--- src/rtl/blink_tick_gen.sv ---
// rtl/blink_tick_gen.sv - debounced push-button stepping a four-rate tick and LED blinker

// Two-flop synchronizer and level debouncer.
// fall_o pulses for one cycle, on the edge after the debounced level drops from 1 to 0.
module blink_tick_debounce #(
  parameter int CYCLES = 1000000
) (
  input  logic clk_i,
  input  logic rst_i,
  input  logic key_n_i,
  output logic fall_o
);
  // The level is adopted on the edge whose mismatch count reaches this value.
  localparam logic [20:0] LAST = 21'(CYCLES - 1);

  logic        sync1_q, sync1_d;
  logic        sync2_q, sync2_d;
  logic        stable_q, stable_d;
  logic [20:0] cnt_q, cnt_d;
  logic        fall_q, fall_d;

  // Next-state: count consecutive mismatching samples, adopt the new level after CYCLES of them
  always_comb begin
    sync1_d  = key_n_i;
    sync2_d  = sync1_q;
    stable_d = stable_q;
    cnt_d    = '0;
    fall_d   = 1'b0;
    if (sync2_q != stable_q) begin
      if (cnt_q == LAST) begin
        stable_d = sync2_q;
        fall_d   = ~sync2_q;
      end else begin
        cnt_d = cnt_q + 21'd1;
      end
    end
  end

  // State register; the idle (released) level is 1 everywhere after reset
  always_ff @(posedge clk_i) begin
    if (rst_i) begin
      sync1_q  <= 1'b1;
      sync2_q  <= 1'b1;
      stable_q <= 1'b1;
      cnt_q    <= '0;
      fall_q   <= 1'b0;
    end else begin
      sync1_q  <= sync1_d;
      sync2_q  <= sync2_d;
      stable_q <= stable_d;
      cnt_q    <= cnt_d;
      fall_q   <= fall_d;
    end
  end

  assign fall_o = fall_q;

endmodule

// Rate-selectable tick generator.
// Each debounced press advances MODE and restarts the period; LED toggles after every TICK.
module blink_tick_gen #(
  parameter int DEBOUNCE_CYCLES = 1000000,
  parameter int PERIOD0         = 50000000,
  parameter int PERIOD1         = 90000000,
  parameter int PERIOD2         = 25000000,
  parameter int PERIOD3         = 12500000
) (
  input  logic       CLOCK_50,
  input  logic       RESET,
  input  logic       KEY_N,
  output logic       TICK,
  output logic       LED,
  output logic [1:0] MODE,
  output logic       PRESS
);
  // Terminal count value for each mode.
  localparam logic [26:0] LAST0 = 27'(PERIOD0 - 1);
  localparam logic [26:0] LAST1 = 27'(PERIOD1 - 1);
  localparam logic [26:0] LAST2 = 27'(PERIOD2 - 1);
  localparam logic [26:0] LAST3 = 27'(PERIOD3 - 1);

  logic        fall;
  logic        press_q, press_d;
  logic [1:0]  mode_q, mode_d;
  logic [26:0] cnt_q, cnt_d;
  logic        tick_q, tick_d;
  logic        led_q, led_d;

  blink_tick_debounce #(
    .CYCLES (DEBOUNCE_CYCLES)
  ) u_debounce (
    .clk_i   (CLOCK_50),
    .rst_i   (RESET),
    .key_n_i (KEY_N),
    .fall_o  (fall)
  );

  function automatic logic [26:0] last_of(input logic [1:0] m);
    logic [26:0] r;
    case (m)
      2'd0:    r = LAST0;
      2'd1:    r = LAST1;
      2'd2:    r = LAST2;
      default: r = LAST3;
    endcase
    return r;
  endfunction

  // Next-state: a press restarts the period in the next mode.
  // TICK is precomputed from the next count so it can come straight from a flop;
  // a press landing on the terminal count masks that tick.
  always_comb begin
    press_d = fall;
    mode_d  = mode_q;
    cnt_d   = cnt_q + 27'd1;
    if (press_q) begin
      mode_d = mode_q + 2'd1;
      cnt_d  = '0;
    end else if (cnt_q == last_of(mode_q)) begin
      cnt_d = '0;
    end
    tick_d = ~press_d & (cnt_d == last_of(mode_d));
    led_d  = led_q ^ tick_q;
  end

  // State register; reset clears every partial count and output
  always_ff @(posedge CLOCK_50) begin
    if (RESET) begin
      press_q <= 1'b0;
      mode_q  <= 2'd0;
      cnt_q   <= '0;
      tick_q  <= 1'b0;
      led_q   <= 1'b0;
    end else begin
      press_q <= press_d;
      mode_q  <= mode_d;
      cnt_q   <= cnt_d;
      tick_q  <= tick_d;
      led_q   <= led_d;
    end
  end

  assign TICK  = tick_q;
  assign LED   = led_q;
  assign MODE  = mode_q;
  assign PRESS = press_q;

endmodule

--- config.mk ---
export PLATFORM = sky130hd
export DESIGN_NAME = blink_tick_gen
export DESIGN_NICKNAME = d
export VERILOG_FILES = /design/src/rtl/blink_tick_gen.sv
export SDC_FILE = /design/constraint.sdc
export NUM_CORES = 1
export LEC_CHECK = 0
export BUFFER_PORTS_ARGS = -buffer_cell sky130_fd_sc_hd__buf_4
export CAP_MARGIN = 0
export CORE_ASPECT_RATIO = 0.9
export CORE_MARGIN = 2
export CORE_UTILIZATION = 43
export DETAILED_ROUTE_END_ITERATION = 8
export PLACE_DENSITY = 0.64
export SLEW_MARGIN = 0
export SYNTH_ARGS = -nofsm -noshare
export SYNTH_HDL_FRONTEND = slang
export SYNTH_SLANG_ARGS = --single-unit
export TNS_END_PERCENT = 100
--- constraint.sdc ---
create_clock -name CLOCK_50 -period 8.2 [get_ports CLOCK_50]
set_clock_uncertainty 0.1 [all_clocks]
set_input_delay 0.82 -clock CLOCK_50 [delete_from_list [all_inputs] [get_ports CLOCK_50]]
set_output_delay 0.82 -clock CLOCK_50 [all_outputs]
set_load 0.01 [all_outputs]
==> results of run 1 <==
[power breakdown]
group	internal (mW)	switching [mW]	leakage, nW	total (mW)
combinational	0.00244	0.00530	0.630	0.00774
sequential	0.279	0.00150	0.460	0.280
clock	0.188	0.113	0.109	0.300
total	0.469	0.120	1.20	0.588
[logic make-up (layout without fill, tap and decap cells)]
family | count (synthesis) | after routing | share of synthesized area, %
fa+ha+maj | 10 | 10 | 3.97
buf+inv | 24 | 32 | 4.01
compound gates | 33 | 33 | 8.43
flops | 57 | 57 | 36.2
simple gates | 197 | 197 | 33.8
xor+xnor | 43 | 43 | 12.0
mux | 5 | 5 | 1.59
[worst max-delay path: cells and delay by family (launching register included)]
family             cells  cell delay, ns
muxes                  1            0.27
DFF                    1            0.43
and+or+nand+nor        5            1.93
AOI/OAI and AO/OA      1            0.38
[state kept, by name, indices dropped and copies added (netlist names)]
signal,flops
cnt_q,27
TICK,1
u_debounce.stable_q,1
u_debounce.cnt_q,21
MODE,2
u_debounce.sync1_q,1
PRESS,1
u_debounce.sync2_q,1
LED,1
u_debounce.fall_o,1
[metal layers]
metal / routed length (µm) / share of wire [%] / GRT usage (%) / vias up
met5: 0 / 0 / 0 / -
met4: 179 / 2.5 / 7.38 / 0
met2: 3300 / 47 / 32.4 / 64
li1: - / - / - / 1317
met1: 3210 / 45 / 23.9 / 1218
met3: 395 / 5.6 / 5.86 / 18
[final cells by class]
type,instances,area (µm²)
fillers,713,3620
multi-input cells,288,1880
flip-flops and latches,57,1140
clock buffers,12,155
well taps,93,116
clock inverters,4,75.1
repair buffers,7,52.6
inverters,9,33.8
[stage by stage]
step / power [mW] / hold slack, ns
global route: 0.608 / 0.338
finish: 0.588 / 0.310
floorplan: 0.292 / 0.289
detailed placement: 0.294 / 0.295
global placement: 0.294 / 0.292
CTS: 0.596 / 0.312
[synthesized netlist by cell type, drive strengths merged, types with 5 or more instances]
cell type / n
xnor2: 22
nor2b: 6
and3: 8
ha: 10
or3: 6
inv: 9
nand2: 24
nand4: 11
xor2: 21
dfxtp: 57
nor2: 64
nand3: 23
a21oi: 5
nor4: 14
mux2i: 5
nand2b: 6
clkbuf: 11
nor3: 8
[path summary, 6_finish.rpt]
| path | start | endpoint | slack [ns] | cells past startpoint |
|---|---|---|---|---|
| max | cnt_q[5]$_SDFF_PP0_ | TICK$_SDFF_PP0_ | 5.01 | 7 |
| min | u_debounce.sync1_q$_SDFF_PP1_ | u_debounce.sync2_q$_SDFF_PP1_ | 0.31 | 1 |
| max reg2reg | cnt_q[5]$_SDFF_PP0_ | TICK$_SDFF_PP0_ | 5.01 | 7 |
| min reg2reg | u_debounce.sync1_q$_SDFF_PP1_ | u_debounce.sync2_q$_SDFF_PP1_ | 0.31 | 1 |
==> impl_metrics.csv, run 1 <==
group,metric,value,unit
layout,fin_util,48.8,%
synthesis,synthArstFlopShare,0,%
placed_design,place.gp.congestion,0.903,
floorplan,ios,8,
placed_design,dpl_worst_slack,5.05,ns
layout,nets,385,
outcome,status,"finished, final reports clean",
sta,grt_setup_unrepaired,"no",
sta,drv_slew,0,
synthesis,synth-edff-count,0,
layout,final_cell_mix,"nor2_1 (64), dfxtp_1 (57), nand2_1 (24), nand3_1 (23), xnor2_1 (22)",
synthesis,synth_fp_nets,382,
global_route,grt_max_degree,28,
synthesis,yosysSeqAreaShare,36.2,%
layout,diodes,0,
route,first_pass_iters,4,
synthesis,ys_ff_latch,57,
worst_setup_path,crit_fanout,12,
sta,period_minus_slack,3.19,ns
placed_design,port_buffers,7,
power,ir_drop,0.0959,mV
worst_setup_path,critPathRequiredTime,8.35,ns
worst_hold_path,hp-class,"reg -> reg",
route,first_iter_violations,129,
clocking,cts_buffer_depth,2,
worst_setup_path,max_stage_delay,0.65,ns
synthesis,synth_top_cell_by_area,"dfxtp_1",
clocking,cts_sinks,57,
layout,design_area,3450,µm²
route,vias,2617,
layout,fin_cells,470,
synthesis,synth_top_area_share,36.2,%
sta,finalSetupTns,0,ns
sta,min_period_over_period,38.9,%
floorplan,fp-row-count,29,
placed_design,dp_cells,454,
run,cap_violations,0,
worst_setup_path,worstPathCellList,"nand3_1, or4_1, nor4_1, mux2i_1, nor2_1, a2111o_1, nor4_2",
synthesis,syn_avg_cell_area,8.53,µm²
clocking,clock_latency,0.34,ns
sta,finalHoldViolCount,0,
route,routedWlPerCell,15.1,µm
floorplan,die_width,94.2,µm
layout,syn2layout_area_growth,9.74,%
global_route,antenna_found_initial,0,
sta,max_freq,314,MHz
synthesis,synth_area_leaders,"dfxtp_1 (36%), nor2_1 (7.6%), xnor2_1 (6.1%)",
clocking,clkTransAtPathRegs,0.07,ns
layout,layout_commonest_cell,"nor2_1",
placed_design,dp_hpwl,5180,µm
power,power_leakage,1.20,nW
route,wl,7090,µm
sta,worst_slack,5.01,ns
synthesis,synth-main-ff-cell,"dfxtp_1",
synthesis,yosys_warnings,0,
worst_setup_path,arrival,3.34,ns
clocking,cts_tree,"built",
global_route,grtUsageTotal,19.5,%
sta,tightest_slew,0.966,ns
clocking,ctsHtreeMaxLevel,3,
floorplan,coreArea,7080,µm²
clocking,clockRootBuffer,"clkbuf_8",
placed_design,postPlaceCellArea,3220,µm²
route,drc,0,
floorplan,start_util,44.5,%
floorplan,die_h,85.2,µm
synthesis,synth.distinct_cells,59,
route,vias_per_cell,5.57,
clocking,cts.repair.resized,0,
global_route,overflow,0,
floorplan,die_area,8020,µm²
synthesis,synthesis.area,3150,µm²
worst_setup_path,crit_path_end_kind,"flip-flop",
worst_setup_path,worstSetupStartpointType,"flip-flop",
power,p_per_area,170,nW/µm²
clocking,cts_setup_buffers,0,
clocking,hold_buffers,0,
sta,slew_headroom,35.0,%
sta,setup_viol,0,
clocking,numCtsBuffers,9,
layout,drive_gt1_share,10.9,%
global_route,grt_pass1_wl,12200,µm
synthesis,postSynthCellCount,369,
route,drtAntennaViolNets,0,
global_route,first_global_vias,2605,
worst_setup_path,slowest_stage,"or4_1",
worst_setup_path,criticalPathCategory,"reg -> reg",
Note: power is estimated with default switching activity, not from simulation.
==> run 2, diff against run 1 <==
--- a/config.mk
+++ b/config.mk
@@ -5,13 +5,14 @@
 export SDC_FILE = /design/constraint.sdc
 export NUM_CORES = 1
 export LEC_CHECK = 0
+export ABC_AREA = 1
 export BUFFER_PORTS_ARGS = -buffer_cell sky130_fd_sc_hd__buf_4
 export CAP_MARGIN = 0
 export CORE_ASPECT_RATIO = 0.9
 export CORE_MARGIN = 2
 export CORE_UTILIZATION = 43
 export DETAILED_ROUTE_END_ITERATION = 8
-export PLACE_DENSITY = 0.64
+export PLACE_DENSITY = 0.67
 export SLEW_MARGIN = 0
 export SYNTH_ARGS = -nofsm -noshare
 export SYNTH_HDL_FRONTEND = slang
==> constraint.sdc (replaced) <==
create_clock -name CLOCK_50 -period 2.8 [get_ports CLOCK_50]
set_clock_uncertainty 0.1 [all_clocks]
set_input_delay 0.28 -clock CLOCK_50 [delete_from_list [all_inputs] [get_ports CLOCK_50]]
set_output_delay 0.28 -clock CLOCK_50 [all_outputs]
set_load 0.01 [all_outputs]
==> run 2 against run 1 <==
Sequential power grew to 2.9 times the previous value; hold slack lost 0.29 ns; synthesized cell count grew 58%; first-iteration DRC count grew 130%; design area grew 16%; clock power grew to 2.7 times the previous value; critical path depth grew 7; non-clock buffer count grew 4; sequential cell count is the same; area after synthesis grew 16%; maximum frequency grew 25%; register-to-register slack lost 4.8 ns; highest routed layer unchanged.
==> impl_metrics.csv, run 2 <==
group,metric,value,unit
synthesis,yosys_warnings,0,
route,vias_per_cell,5.23,
sta,max_freq,392,MHz
power,power_leakage,1.63,nW
clocking,clockRootBuffer,"clkbuf_8",
layout,largest_reg_flops,27,
synthesis,synthesis.area,3650,µm²
route,wl,9690,µm
global_route,grt_max_degree,22,
route,routedWlPerCell,13.8,µm
clocking,cts_tree,"built",
worst_setup_path,criticalPathCategory,"reg -> reg",
worst_setup_path,arrival,2.74,ns
sta,min_period_over_period,91.1,%
synthesis,postSynthCellCount,584,
floorplan,die_width,101,µm
synthesis,synth_common_cells,"nand2_1 (155), nor2_1 (111), inv_1 (67)",
worst_setup_path,rrSetupSlack,0.25,ns
synthesis,synth-main-ff-cell,"dfxtp_1",
synthesis,synth_fp_nets,597,
worst_setup_path,critPathMostFrequentCell,"inv_1",
route,drtAntennaViolNets,0,
synthesis,yosysSeqAreaShare,31.2,%
clocking,hold_buffers,0,
clocking,clock_latency,0.35,ns
layout,drive_gt1_share,11.3,%
worst_setup_path,r2r-start,"MODE[0]$_SDFF_PP0_",
global_route,first_global_vias,3380,
power,power,1.66,mW
worst_setup_path,worstSetupStartpointType,"flip-flop",
worst_setup_path,slowest_stage,"dfxtp_1",
synthesis,synth-edff-count,0,
sta,period_minus_slack,2.55,ns
placed_design,place.gp.congestion,0.961,
layout,nets,611,
global_route,grt_pass1_wl,16400,µm
layout,layout_commonest_cell,"nand2_1",
clocking,cts_buffer_depth,2,
synthesis,synth_top_area_share,31.2,%
route,drc,0,
layout,final_cell_mix,"nand2_1 (155), nor2_1 (111), inv_1 (67), dfxtp_1 (57), nand3_1 (38)",
synthesis,synth.area.mux_share,0.274,%
layout,fillers,830,
floorplan,fp-row-count,31,
power,ir_drop,0.305,mV
worst_setup_path,r2r_cells,14,
worst_setup_path,crit_family,"adder cells",
clocking,numCtsBuffers,9,
floorplan,ios,8,
layout,diodes,0,
synthesis,synth.distinct_cells,44,
worst_setup_path,path_buf_inv,4,
outcome,status,"finished, final reports clean",
worst_hold_path,hold_depth,2,
floorplan,start_util,44.9,%
worst_setup_path,crit_path_end_kind,"flip-flop",
synthesis,syn_avg_cell_area,6.26,µm²
sta,slew_headroom,72.7,%
floorplan,coreArea,8150,µm²
sta,finalSetupTns,0,ns
worst_hold_path,min_to,"u_debounce.sync1_q$_SDFF_PP1_",
run,cap_violations,0,
worst_setup_path,critPathRequiredTime,2.98,ns
floorplan,die_h,91.5,µm
clocking,clkTransAtPathRegs,0.07,ns
placed_design,port_buffers,7,
synthesis,synth_top_cell_by_area,"dfxtp_1",
clocking,ctsHtreeMaxLevel,3,
synthesis,synth_compound_area_share,6.54,%
worst_setup_path,worstPathCellList,"inv_1, ha_1, inv_2, nand2_1, o21ai_1, inv_1, ha_1, inv_1, o21ai_0, nand2_1, nand4_1, nor2_1, nand3_1, nor2_1",
clocking,cts_sinks,57,
synthesis,synth_top_family_by_area,"simple AND/OR/NAND/NOR gates",
floorplan,die_area,9250,µm²
route,first_iter_violations,293,
sta,finalHoldWorstSlack,0.0175,ns
sta,drv_slew,0,
synthesis,synth_xor_area_share,3.36,%
worst_setup_path,crit_fanout,6,
synthesis,ys_ff_latch,57,
route,first_pass_iters,6,
global_route,overflow,0,
synthesis,synthArstFlopShare,0,%
sta,tightest_slew,0.407,ns
synthesis,synthMostInstantiatedCell,"nand2_1",
synthesis,synthSimpleGateAreaFrac,45.7,%
synthesis,synth_area_leaders,"dfxtp_1 (31%), nand2_1 (16%), nor2_1 (11%)",
layout,regMostFlops,"cnt_q",
sta,finalHoldViolCount,0,
worst_setup_path,rr_endpoint,"TICK$_SDFF_PP0_",
sta,grt_setup_unrepaired,"no",
worst_hold_path,hp-class,"in -> reg",
placed_design,dp_hpwl,7460,µm
global_route,grtUsageTotal,22.4,%
layout,syn2layout_area_growth,9.96,%
worst_hold_path,worstHoldStart,"KEY_N",
worst_setup_path,max_stage_delay,0.44,ns
synthesis,synth_adder_area_share,3.42,%
global_route,antenna_found_initial,0,
sta,setup_viol,0,
power,p_per_area,412,nW/µm²
route,vias,3670,
-- run 2: cell count changes after synthesis, sizes merged, moves of 13 or more --
cell / before / now
nor4: 14 / 1
nand2: 24 / 160
nor2: 64 / 125
inv: 9 / 76
nand3: 23 / 41
xnor2: 22 / 4
a21oi: 5 / 18
-- run 2: how the worst max path moves through the flow --
stage	endpoint	cells past startpoint	from	slack, ns
2_1_floorplan	TICK$_SDFF_PP0_	14	MODE[0]$_SDFF_PP0_	0.55
6_report	TICK$_SDFF_PP0_	14	MODE[0]$_SDFF_PP0_	0.25
5_1_grt	TICK$_SDFF_PP0_	15	MODE[0]$_SDFF_PP0_	0.04
4_1_cts	TICK$_SDFF_PP0_	14	MODE[0]$_SDFF_PP0_	0.23
3_3_place_gp	TICK$_SDFF_PP0_	14	MODE[0]$_SDFF_PP0_	0.32
3_5_place_dp	TICK$_SDFF_PP0_	14	MODE[0]$_SDFF_PP0_	0.25
-- run 2: per-layer routing --
metal / vias up / track usage, % / share of wire, %
met5: - / 0 / 0
met2: 143 / 32.5 / 41
met1: 1635 / 33.0 / 48
met4: 0 / 7.55 / 2.1
li1: 1867 / - / -
met3: 25 / 4.08 / 8.4
-- run 2: cells by family (layout without fill, tap and decap cells) --
| group | Yosys count | count (layout) |
|---|---|---|
| AO/OA/AOI/OAI | 42 | 42 |
| XOR/XNOR | 14 | 14 |
| adder cells (fa/ha/maj) | 10 | 10 |
| buffers and inverters | 87 | 106 |
| flip-flops | 57 | 57 |
| multiplexers | 1 | 1 |
| AND/OR/NAND/NOR | 373 | 373 |
-- run 2: per-stage QoR --
| stage | setup WS [ns] | std cells | utilization [%] | cell area, µm² |
|---|---|---|---|---|
| 6_report | 0.249 | 702 | 49.3 | 4020 |
| 5_1_grt | 0.0380 | 702 | 49.3 | 4020 |
| 4_1_cts | 0.231 | 701 | 49.2 | 4010 |
| 3_5_place_dp | 0.252 | 685 | 46.7 | 3800 |
| 3_3_place_gp | 0.317 | 685 | 46.7 | 3800 |
| 2_1_floorplan | 0.548 | 584 | - | 3650 |
-- run 2: what timing repair did --
item,CTS,global route
hold endpoints to repair,0,0
resized for setup,0,1
endpoints found under the setup margin,0,1
buffers inserted,0,1
-- run 2: report_power, final --
group | total, mW | switching (mW) | internal (mW)
registers | 0.821 | 0.00528 | 0.816
clock network | 0.807 | 0.347 | 0.460
logic | 0.0288 | 0.0199 | 0.00896
-- run 2: final cells by class --
class                   count  area [µm²]  share of cell area, %
inverters                  79         299                   7.44
repair buffers             11        82.6                   2.05
clock buffers              12         155                   3.86
flip-flops and latches     57        1140                   28.4
clock inverters             4        51.3                   1.28
well taps                  99         124                   3.08
multi-input cells         440        2170                   53.9
==> run 3, diff against run 2 <==
--- a/config.mk
+++ b/config.mk
@@ -10,9 +10,9 @@
 export CAP_MARGIN = 0
 export CORE_ASPECT_RATIO = 0.9
 export CORE_MARGIN = 2
-export CORE_UTILIZATION = 43
+export CORE_UTILIZATION = 30
 export DETAILED_ROUTE_END_ITERATION = 8
-export PLACE_DENSITY = 0.67
+export PLACE_DENSITY = 0.52
 export SLEW_MARGIN = 0
 export SYNTH_ARGS = -nofsm -noshare
 export SYNTH_HDL_FRONTEND = slang
==> run 3 against run 2 <==
Die area increased by 41%; clock power up 35%; final cell count increased by 8.3%; setup slack improved by 0.0053 ns; clock-buffer cell count down 2; wire length grew 4.4%; design area rose by 3.9%; utilization down 14 points; sequential cell count is the same; largest cell class unchanged; largest power group is now the clock network.
==> impl_metrics.csv, run 3 (synthesis results as in run 2) <==
group,metric,value,unit
power,swShare,21.0,%
floorplan,start_util,30.5,%
sta,finalSetupTns,0,ns
floorplan,die_h,109,µm
placed_design,dp_hpwl,7850,µm
clocking,cts.repair.resized,0,
global_route,overflow,0,
layout,multi_input_area,2170,µm²
power,power_frac_clock,56.0,%
global_route,grtUsageTotal,16.2,%
clocking,clockRootBuffer,"clkbuf_16",
route,vias_per_cell,4.64,
route,routedWlPerCell,13.3,µm
clocking,cts_setup_buffers,0,
floorplan,fp-row-count,38,
worst_setup_path,crit_fanout,6,
floorplan,coreArea,12000,µm²
floorplan,die_area,13100,µm²
sta,grt_setup_unrepaired,"no",
route,first_pass_iters,5,
power,internal_power,1.53,mW
sta,max_freq,393,MHz
layout,largest_reg_flops,27,
power,seqPwrFrac,42.4,%
sta,period_minus_slack,2.55,ns
clocking,hold_buffers,0,
layout,seqCellArea,1140,µm²
clocking,cts_buffer_depth,2,
outcome,status,"finished, final reports clean",
clocking,cts_tree,"built",
route,wl,10100,µm
worst_setup_path,crit_path_end_kind,"flip-flop",
placed_design,port_buffers,7,
sta,min_period_over_period,90.9,%
floorplan,ios,8,
layout,fillers,1335,
layout,syn2layout_area_growth,14.2,%
sta,slew_headroom,74.3,%
layout,layout_commonest_cell,"nand2_1",
layout,nets,609,
layout,regMostFlops,"cnt_q",
run,cap_violations,0,
power,p_switching,0.408,mW
worst_setup_path,critPathRequiredTime,2.97,ns
sta,tightest_slew,0.385,ns
route,first_iter_violations,306,
clocking,clkTransAtPathRegs,0.05,ns
power,power_leakage,1.66,nW
worst_hold_path,hold_depth,2,
route,drtAntennaViolNets,0,
global_route,grt_util_met2,24.5,%
global_route,first_global_vias,3285,
global_route,grt_busiest_layer,"met2",
worst_hold_path,hp-class,"in -> reg",
route,drc,0,
power,ir_drop,0.282,mV
sta,setup_viol,0,
worst_setup_path,arrival,2.71,ns
layout,diodes,0,
worst_setup_path,r2r_cells,17,
layout,drive_gt1_share,11.3,%
global_route,antenna_found_initial,0,
worst_setup_path,criticalPathCategory,"reg -> reg",
global_route,met3_usage,4.08,%
power,p_per_area,464,nW/µm²
global_route,met1_usage,22.5,%
worst_setup_path,worstSetupStartpointType,"flip-flop",
clocking,ctsHtreeMaxLevel,3,
global_route,grt_max_degree,22,
global_route,grt_pass1_wl,16300,µm
sta,drv_slew,0,
floorplan,die_width,120,µm
clocking,numCtsBuffers,9,
power,p_comb_share,1.5,%
route,vias,3527,
layout,final_cell_mix,"nand2_1 (155), nor2_1 (111), inv_1 (67), dfxtp_1 (57), nand3_1 (38)",
sta,finalHoldViolCount,0,
clocking,cts_sinks,57,
clocking,clock_latency,0.33,ns
placed_design,place.gp.congestion,0.897,
power,power,1.94,mW
[run 3: layout make-up]
class,count,share of cell area (%)
Clock inverter,5,1.35
Sequential cell,57,27.3
Multi-Input combinational cell,440,52.0
Tap cell,160,4.79
Inverter,79,7.16
Timing Repair Buffer,9,1.62
Clock buffer,10,5.72
[run 3: final timing paths]
kind | startpoint | to | slack [ns]
max | MODE[0]$_SDFF_PP0_ | TICK$_SDFF_PP0_ | 0.25
min | KEY_N | u_debounce.sync1_q$_SDFF_PP1_ | 0.03
max reg2reg | MODE[0]$_SDFF_PP0_ | TICK$_SDFF_PP0_ | 0.25
min reg2reg | u_debounce.sync1_q$_SDFF_PP1_ | u_debounce.sync2_q$_SDFF_PP1_ | 0.31
[run 3: power by group through the flow]
| stage | sequential [mW] | clock (mW) | combinational, mW |
|---|---|---|---|
| after detailed placement | 0.840 | 0 | 0.0297 |
| final | 0.823 | 1.09 | 0.0295 |
| after global routing | 0.823 | 1.15 | 0.0327 |
| after global placement | 0.839 | 0 | 0.0292 |
| after floorplan | 0.838 | 0 | 0.0204 |
| after CTS | 0.822 | 1.12 | 0.0300 |
[run 3: through the flow]
stage	util, %	hold slack (ns)	cell area [µm²]	std cells	worst slack [ns]
after detailed placement	32.3	0.301	3870	745	0.219
after global routing	34.8	0.0315	4180	760	0.0518
after floorplan	-	0.284	3650	584	0.548
after CTS	34.8	0.0230	4170	760	0.197
after global placement	32.3	0.301	3870	745	0.294
final	34.8	0.0332	4180	760	0.254
[run 3: metal layers]
metal  vias up  share of wire, %
met5         -                 0
li1       1863                 -
met2        78                43
met3        13               4.9
met4         0               1.7
met1      1573                51
[run 3: worst max-delay path, cell delays in order (launching register included)]
cell and delay [ns]:
dfxtp_1 0.45, inv_1 0.07, ha_1 0.40, nand2_1 0.12
nand2_1 0.05, nor2_1 0.13, inv_1 0.06, nor2_1 0.14
nand2_1 0.07, nor2_1 0.09, nand2_1 0.13, nand2_2 0.16
nor2_2 0.06, inv_1 0.07, nand2_1 0.05, a21oi_1 0.15
nand2_1 0.08, nor2_1 0.10
